$ cat src/rtl/yv_pkg.sv
// Shared types and constants for the Y/V column-info encoder.
// Build option: YV_ENC_ROWTAG_EN (read only by yv_word_fmt).
package yv_pkg;

   localparam int unsigned YV_COL_W   = 11;
   localparam int unsigned YV_ROW_W   = 11;
   localparam int unsigned YV_WORD_W  = 16;
   localparam int unsigned YV_LANES   = 4;
   localparam int unsigned YV_SLOT_W  = 3;

   // Column field split: [1:0] V bank, [10:2] bank address
   localparam int unsigned YV_BANK_LSB = 0;
   localparam int unsigned YV_BANK_MSB = 1;
   localparam int unsigned YV_ADDR_LSB = 2;
   localparam int unsigned YV_ADDR_MSB = 10;

   localparam logic [2:0] YV_TAG_ENTRY = 3'b000;
   localparam logic [2:0] YV_TAG_MARK  = 3'b111;
   localparam logic [YV_WORD_W-1:0] YV_MARK = 16'hE000;

   typedef logic [YV_WORD_W-1:0] yv_word_t;

   typedef enum logic [1:0] {
      IDLE,
      COLLECT,
      EMIT,
      DONE
   } yv_state_e;

   typedef struct packed {
      logic [YV_ROW_W-1:0] row;
      logic [YV_COL_W-1:0] col;
      logic                last;
   } yv_entry_t;

endpackage

$ cat src/rtl/yv_col_encoder_if.sv
// Entry stream in, row beats out, between the loader and the y_col_info FIFOs.
interface yv_col_encoder_if;
   import yv_pkg::*;

   logic                in_valid;
   logic                in_ready;
   logic [YV_ROW_W-1:0] in_row;
   logic [YV_COL_W-1:0] in_col;
   logic                in_last;

   logic     out_valid;
   logic     out_ready;
   yv_word_t y_1_col_info;
   yv_word_t y_2_col_info;
   yv_word_t y_3_col_info;
   yv_word_t y_4_col_info;

   modport master (
      output in_valid, in_row, in_col, in_last, out_ready,
      input  in_ready, out_valid,
      input  y_1_col_info, y_2_col_info, y_3_col_info, y_4_col_info
   );

   modport slave (
      input  in_valid, in_row, in_col, in_last, out_ready,
      output in_ready, out_valid,
      output y_1_col_info, y_2_col_info, y_3_col_info, y_4_col_info
   );

endinterface

$ cat src/rtl/yv_word_fmt.sv
// Formats one lane word: column entry or new-row marker.
// YV_ENC_ROWTAG_EN: markers carry the row number in [10:0].
module yv_word_fmt
   import yv_pkg::*;
(
   input  logic [YV_COL_W-1:0] col,
   input  logic [YV_ROW_W-1:0] row,
   input  logic                is_mark,
   output yv_word_t            word_c
);

   yv_word_t mark_word;

`ifdef YV_ENC_ROWTAG_EN
   assign mark_word = {YV_TAG_MARK, 2'b00, row};
`else
   logic unused_row;
   assign unused_row = ^row;
   assign mark_word  = YV_MARK;
`endif

   assign word_c = is_mark ? mark_word
                           : {YV_TAG_ENTRY, 2'b00,
                              col[YV_ADDR_MSB:YV_ADDR_LSB],
                              col[YV_BANK_MSB:YV_BANK_LSB]};

endmodule

$ cat src/rtl/yv_col_encoder.sv
// Packs row-ordered nonzero coordinates into one 4-lane beat per matrix row,
// padding empty lanes and skipped rows with markers. Option: YV_ENC_ROWTAG_EN.
module yv_col_encoder
   import yv_pkg::*;
#(
   parameter logic [YV_ROW_W-1:0] ROW_BASE = 11'd63,
   parameter int unsigned         LANES    = 4
) (
   input  logic            clock,
   input  logic            reset,
   input  logic            enable,
   yv_col_encoder_if.slave bus,
   output logic            overflow,
   output logic            order_err,
   output logic            done
);

   typedef logic [YV_LANES-1:0][YV_WORD_W-1:0] lanes_t;

   localparam logic [YV_SLOT_W-1:0] SLOT_FULL = YV_SLOT_W'(LANES);

   yv_state_e            state_q, state_d;
   logic [YV_ROW_W-1:0]  cur_row_q, cur_row_d;
   logic [YV_SLOT_W-1:0] slot_q, slot_d;
   lanes_t               lane_q, lane_d;
   yv_entry_t            pend_q, pend_d;
   logic                 pend_v_q, pend_v_d;
   logic                 last_q, last_d;
   logic                 overflow_d, order_err_d;
   logic                 out_valid_q;

   logic [YV_ROW_W-1:0]  row_inc_c;
   logic [YV_ROW_W-1:0]  mark_row_c;
   yv_word_t             in_word_c, pend_word_c, mark_word_c;

   assign row_inc_c  = YV_ROW_W'(cur_row_q + 1'b1);
   // Markers are only needed on start (first row) or when a beat retires (next row)
   assign mark_row_c = (state_q == EMIT) ? row_inc_c : ROW_BASE;

   yv_word_fmt u_fmt_in (
      .col     (bus.in_col),
      .row     (cur_row_q),
      .is_mark (1'b0),
      .word_c  (in_word_c)
   );

   yv_word_fmt u_fmt_pend (
      .col     (pend_q.col),
      .row     (pend_q.row),
      .is_mark (1'b0),
      .word_c  (pend_word_c)
   );

   yv_word_fmt u_fmt_mark (
      .col     ('0),
      .row     (mark_row_c),
      .is_mark (1'b1),
      .word_c  (mark_word_c)
   );

   // Next-state and datapath updates
   always_comb begin
      state_d     = state_q;
      cur_row_d   = cur_row_q;
      slot_d      = slot_q;
      lane_d      = lane_q;
      pend_d      = pend_q;
      pend_v_d    = pend_v_q;
      last_d      = last_q;
      overflow_d  = overflow;
      order_err_d = order_err;

      if (!enable) begin
         state_d  = IDLE;
         slot_d   = '0;
         lane_d   = {YV_LANES{YV_MARK}};
         pend_v_d = 1'b0;
         last_d   = 1'b0;
      end else begin
         case (state_q)
            IDLE: begin
               state_d     = COLLECT;
               cur_row_d   = ROW_BASE;
               slot_d      = '0;
               lane_d      = {YV_LANES{mark_word_c}};
               pend_v_d    = 1'b0;
               last_d      = 1'b0;
               overflow_d  = 1'b0;
               order_err_d = 1'b0;
            end

            COLLECT: begin
               if (bus.in_valid) begin
                  if (bus.in_row > cur_row_q) begin
                     pend_d.row  = bus.in_row;
                     pend_d.col  = bus.in_col;
                     pend_d.last = bus.in_last;
                     pend_v_d    = 1'b1;
                     state_d     = EMIT;
                  end else begin
                     if (bus.in_row < cur_row_q) begin
                        order_err_d = 1'b1;
                     end else if (slot_q < SLOT_FULL) begin
                        lane_d[slot_q[1:0]] = in_word_c;
                        slot_d              = YV_SLOT_W'(slot_q + 1'b1);
                     end else begin
                        overflow_d = 1'b1;
                     end
                     // Dropped entries still close the matrix
                     if (bus.in_last) begin
                        last_d  = 1'b1;
                        state_d = EMIT;
                     end
                  end
               end
            end

            EMIT: begin
               if (bus.out_ready) begin
                  cur_row_d = row_inc_c;
                  slot_d    = '0;
                  lane_d    = {YV_LANES{mark_word_c}};
                  if (pend_v_q && (pend_q.row > row_inc_c)) begin
                     state_d = EMIT;
                  end else if (pend_v_q) begin
                     lane_d[0] = pend_word_c;
                     slot_d    = YV_SLOT_W'(1);
                     pend_v_d  = 1'b0;
                     if (pend_q.last) begin
                        last_d  = 1'b1;
                        state_d = EMIT;
                     end else begin
                        state_d = COLLECT;
                     end
                  end else if (last_q) begin
                     state_d = DONE;
                  end else begin
                     state_d = COLLECT;
                  end
               end
            end

            DONE: begin
               state_d = DONE;
            end

            default: begin
               state_d = IDLE;
            end
         endcase
      end
   end

   always_ff @(posedge clock or negedge reset) begin
      if (!reset) begin
         state_q     <= IDLE;
         cur_row_q   <= ROW_BASE;
         slot_q      <= '0;
         lane_q      <= {YV_LANES{YV_MARK}};
         pend_q      <= '0;
         pend_v_q    <= 1'b0;
         last_q      <= 1'b0;
         overflow    <= 1'b0;
         order_err   <= 1'b0;
         out_valid_q <= 1'b0;
         done        <= 1'b0;
      end else begin
         state_q     <= state_d;
         cur_row_q   <= cur_row_d;
         slot_q      <= slot_d;
         lane_q      <= lane_d;
         pend_q      <= pend_d;
         pend_v_q    <= pend_v_d;
         last_q      <= last_d;
         overflow    <= overflow_d;
         order_err   <= order_err_d;
         out_valid_q <= (state_d == EMIT);
         done        <= (state_d == DONE);
      end
   end

   // in_ready decodes the state register so the entry path has no input-to-output loop
   assign bus.in_ready     = (state_q == COLLECT);
   assign bus.out_valid    = out_valid_q;
   assign bus.y_1_col_info = lane_q[0];
   assign bus.y_2_col_info = lane_q[1];
   assign bus.y_3_col_info = lane_q[2];
   assign bus.y_4_col_info = lane_q[3];

endmodule

$ cat src/flat_wrapper.sv
// flat-port wrapper written by rule: the top's interface ports become plain ports
module yv_col_encoder_flat import yv_pkg::*;
#(
   parameter logic [YV_ROW_W-1:0] ROW_BASE = 11'd63,
   parameter int unsigned         LANES    = 4
)
  (clock, reset, enable, overflow, order_err, done, bus_in_valid, bus_in_row, bus_in_col, bus_in_last, bus_out_ready, bus_in_ready, bus_out_valid, bus_y_1_col_info, bus_y_2_col_info, bus_y_3_col_info, bus_y_4_col_info);
  yv_col_encoder_if bus_i ();
  input  logic clock;
  input  logic reset;
  input  logic enable;
  output logic overflow;
  output logic order_err;
  output logic done;
  input wire logic [$bits(bus_i.in_valid)-1:0] bus_in_valid;
  input wire logic [$bits(bus_i.in_row)-1:0] bus_in_row;
  input wire logic [$bits(bus_i.in_col)-1:0] bus_in_col;
  input wire logic [$bits(bus_i.in_last)-1:0] bus_in_last;
  input wire logic [$bits(bus_i.out_ready)-1:0] bus_out_ready;
  output wire logic [$bits(bus_i.in_ready)-1:0] bus_in_ready;
  output wire logic [$bits(bus_i.out_valid)-1:0] bus_out_valid;
  output wire logic [$bits(bus_i.y_1_col_info)-1:0] bus_y_1_col_info;
  output wire logic [$bits(bus_i.y_2_col_info)-1:0] bus_y_2_col_info;
  output wire logic [$bits(bus_i.y_3_col_info)-1:0] bus_y_3_col_info;
  output wire logic [$bits(bus_i.y_4_col_info)-1:0] bus_y_4_col_info;
  assign bus_i.in_valid = bus_in_valid;
  assign bus_i.in_row = bus_in_row;
  assign bus_i.in_col = bus_in_col;
  assign bus_i.in_last = bus_in_last;
  assign bus_i.out_ready = bus_out_ready;
  assign bus_in_ready = bus_i.in_ready;
  assign bus_out_valid = bus_i.out_valid;
  assign bus_y_1_col_info = bus_i.y_1_col_info;
  assign bus_y_2_col_info = bus_i.y_2_col_info;
  assign bus_y_3_col_info = bus_i.y_3_col_info;
  assign bus_y_4_col_info = bus_i.y_4_col_info;
  yv_col_encoder #(.ROW_BASE(ROW_BASE), .LANES(LANES)) u_core (.clock(clock), .reset(reset), .enable(enable), .bus(bus_i), .overflow(overflow), .order_err(order_err), .done(done));
endmodule
$ cat config.mk
export PLATFORM = sky130hd
export DESIGN_NAME = yv_col_encoder_flat
export DESIGN_NICKNAME = d
export VERILOG_FILES = /design/src/rtl/yv_pkg.sv /design/src/rtl/yv_col_encoder_if.sv /design/src/rtl/yv_word_fmt.sv /design/src/rtl/yv_col_encoder.sv /design/src/flat_wrapper.sv
export SDC_FILE = /design/constraint.sdc
export NUM_CORES = 1
export LEC_CHECK = 0
export BUFFER_PORTS_ARGS = -buffer_cell sky130_fd_sc_hd__buf_2
export CORE_UTILIZATION = 53
export CTS_CLUSTER_SIZE = 14
export DETAILED_ROUTE_END_ITERATION = 6
export GPL_TIMING_DRIVEN = 0
export HOLD_SLACK_MARGIN = 0.08
export PLACE_DENSITY = 0.77
export SKIP_LAST_GASP = 1
export SLEW_MARGIN = 10
export SYNTH_ARGS = -nofsm -noshare
export SYNTH_HDL_FRONTEND = slang
export SYNTH_HIERARCHICAL = 1
export SYNTH_SLANG_ARGS = --single-unit
$ cat constraint.sdc
create_clock -name clock -period 3.2 [get_ports clock]
set_clock_uncertainty 0.15 [all_clocks]
set_input_delay 0.32 -clock clock [delete_from_list [all_inputs] [get_ports clock]]
set_output_delay 0.32 -clock clock [all_outputs]
set_load 0.005 [all_outputs]
==> results.cfg <==
[pwr]
power_frac_comb_pct = 37.0
p_total_mw = 4.72
p_leak_nw = 4.27
p_per_area_nw_per_um2 = 513
power_frac_clock_pct = 24.5
p_sw_mw = 1.66
swShare_pct = 35.2
p_seq_share_pct = 38.5
peakVddDrop_mv = 0.325
p_int_mw = 3.06

[worst_setup_path]
endpoint_kind = flip-flop
path_class = reg2reg
crit_fanout = 9
critPathArrivalTime_ns = 3.75
cp_data_required_time_ns = 3.28
crit_path_start_kind = flip-flop

[clocking]
path_clk_slew_ns = 0.08
clk_latency_ns = 0.36
cts_buffers = 9
htreeDepth = 3
cts.path.max_buffers = 2
cts_tree = built
clockRootBuffer = clkbuf_16
cts_sinks = 109

[layout]
final_layout_size_suffix_gt1_share_pct = 34.8
fin_util_pct = 68.7
finalNonFillerCells = 1153
syn_to_final_growth_pct = 25.0
fill_cells = 1066
final_net_count = 1032
diodes = 0
design_area_um2 = 9200

[outcome]
violations = setup timing
status = complete, but fails checks

[logic_synthesis]
yosysWarnings = 6
synthesis.area_um2 = 7360
syn_inst = 791
syn_avg_cell_area_um2 = 9.31

[drt]
wl_mm = 22.2
routed_via_density = 5.92
drc = 0
drtIter0Drc = 645
routedWlPerCell_um = 19.3
num_vias = 6826
antenna_left = 0
first_pass_iters = 5

[timing]
rsz0062_at_grt = yes
clock.fmax_mhz = 273
setup_ws_ns = -0.468
worst_hold_slack_ns = 0.0859
drv_slew = 0
max_slew_margin_pct = 48.6
tightest_slew_ns = 0.770
fin_crit_ns = 3.67
finalSetupTns_ns = -7.52
fin_crit_sh_pct = 115
hold_viol = 0
setup_violations = 21

[run]
cap_viol_max_count = 0

[place]
gp_congestion = 0.852
io_buffers = 95
dp_slack_ns = -0.798
hpwl_mm = 15.1
dpl_cell_area_um2 = 8260
placed_cells = 1090

[grt]
grt_pass1_wl_mm = 34.5
antenna_found_initial = 0
grt_start_max_net_pins = 65
grt_pass1_vias = 6504
grt_remaining_overflow = 0
gr-usage-all-layers_pct = 31.2

[floorplanning]
core_area_um2 = 13400
ios = 97
start_util_pct = 54.9
die_w_um = 120
fp.dieArea_um2 = 14400
rows = 42
die_h_um = 120

[worst_hold_path]
min_path_type = in2reg
## flip-flops by register name, indices dropped and copies added, names as in the netlist
signal	flops
u_core/pend_q	23
u_core/bus.y_1_col_info	16
u_core/bus.y_2_col_info	16
u_core/bus.y_3_col_info	16
u_core/bus.y_4_col_info	16
u_core/cur_row_q	11
u_core/slot_q	3
u_core/state_q	2
u_core/bus.out_valid	1
u_core/done	1
u_core/last_q	1
u_core/order_err	1
u_core/overflow	1
u_core/pend_v_q	1
## routing by layer
metal	wire (um)	vias up	track usage (%)
met3	1790	44	5.94
met4	533	0	10.4
li1	-	3150	-
met2	10500	348	49.2
met1	9410	3284	43.0
met5	0	-	0
## final timing paths
path                                                  start                           to  slack [ns]  cells past startpoint
worst max register to register          u_core/cur_row_q[0]   u_core/bus.y_1_col_info[5]       -0.47                     17
max in group asynchronous                             reset  u_core/bus.y_2_col_info[14]        1.87                      3
worst min-delay path                          bus_in_row[0]            u_core/pend_q[12]        0.09                      3
min in group asynchronous                             reset             u_core/pend_q[8]        0.29                      2
worst min register to register  u_core/bus.y_1_col_info[15]  u_core/bus.y_1_col_info[15]        0.35                      2
worst max-delay path                    u_core/cur_row_q[0]   u_core/bus.y_1_col_info[5]       -0.47                     17
## power by group through the flow
stage	clock (mW)	sequential, mW	combinational [mW]
floorplan	0	1.80	0.984
global placement	0	1.83	1.40
detailed placement	0	1.85	1.44
CTS	1.18	1.82	1.56
global route	1.24	1.85	1.89
finish	1.16	1.82	1.75
## final cells by class
class	instances	area [um^2]	share of cell area (%)
multi-input cells	611	4450	48.3
flip-flops and latches	109	2750	29.9
repair buffers	143	926	10.1
plain buffers	70	455	4.95
clock buffers	10	229	2.49
well taps	176	220	2.39
inverters	28	105	1.14
clock inverters	6	70.1	0.761
## cell usage in the layout, fill, tap and decap left out, types with 6 or more instances in the layout
cell type	count
and2_1	16
nand2_1	80
ha_1	31
o21ai_0	59
xnor2_1	7
buf_6	12
nor2b_4	6
buf_4	40
nand3_1	12
conb_1	32
nor2_1	39
dlygate4sd3_1	21
mux2_2	71
inv_1	27
dfstp_2	18
a21oi_1	62
dfrtp_1	91
a221oi_2	9
nand4_1	8
nand2b_1	13
nor2b_2	24
clkbuf_16	9
o31ai_1	53
mux2i_1	16
clkbuf_1	29
buf_2	101
## repair_timing
| item | CTS | global route |
|---|---|---|
| buffers inserted | 11 | 15 |
| endpoints found under the setup margin | 21 | 40 |
| gates cloned | 0 | 0 |
| hold endpoints to repair | 65 | 0 |
| pin swaps | 19 | 14 |
| hold buffers | 21 | 0 |
| gates resized for setup | 17 | 32 |
## critical path, stage by stage, from the launching register on
cell      delay, ns
dfstp_2        0.57
ha_4           0.16
nand3_4        0.08
nor3_4         0.26
and3_4         0.26
nand3_4        0.08
xnor2_2        0.15
ha_1           0.31
nand4_1        0.18
nor2_2         0.18
a21o_1         0.16
o31ai_4        0.08
and3_4         0.20
buf_6          0.12
buf_12         0.14
buf_4          0.13
a221oi_2       0.22
o31ai_1        0.10
No activity file was read; power rests on OpenSTA's default activity.
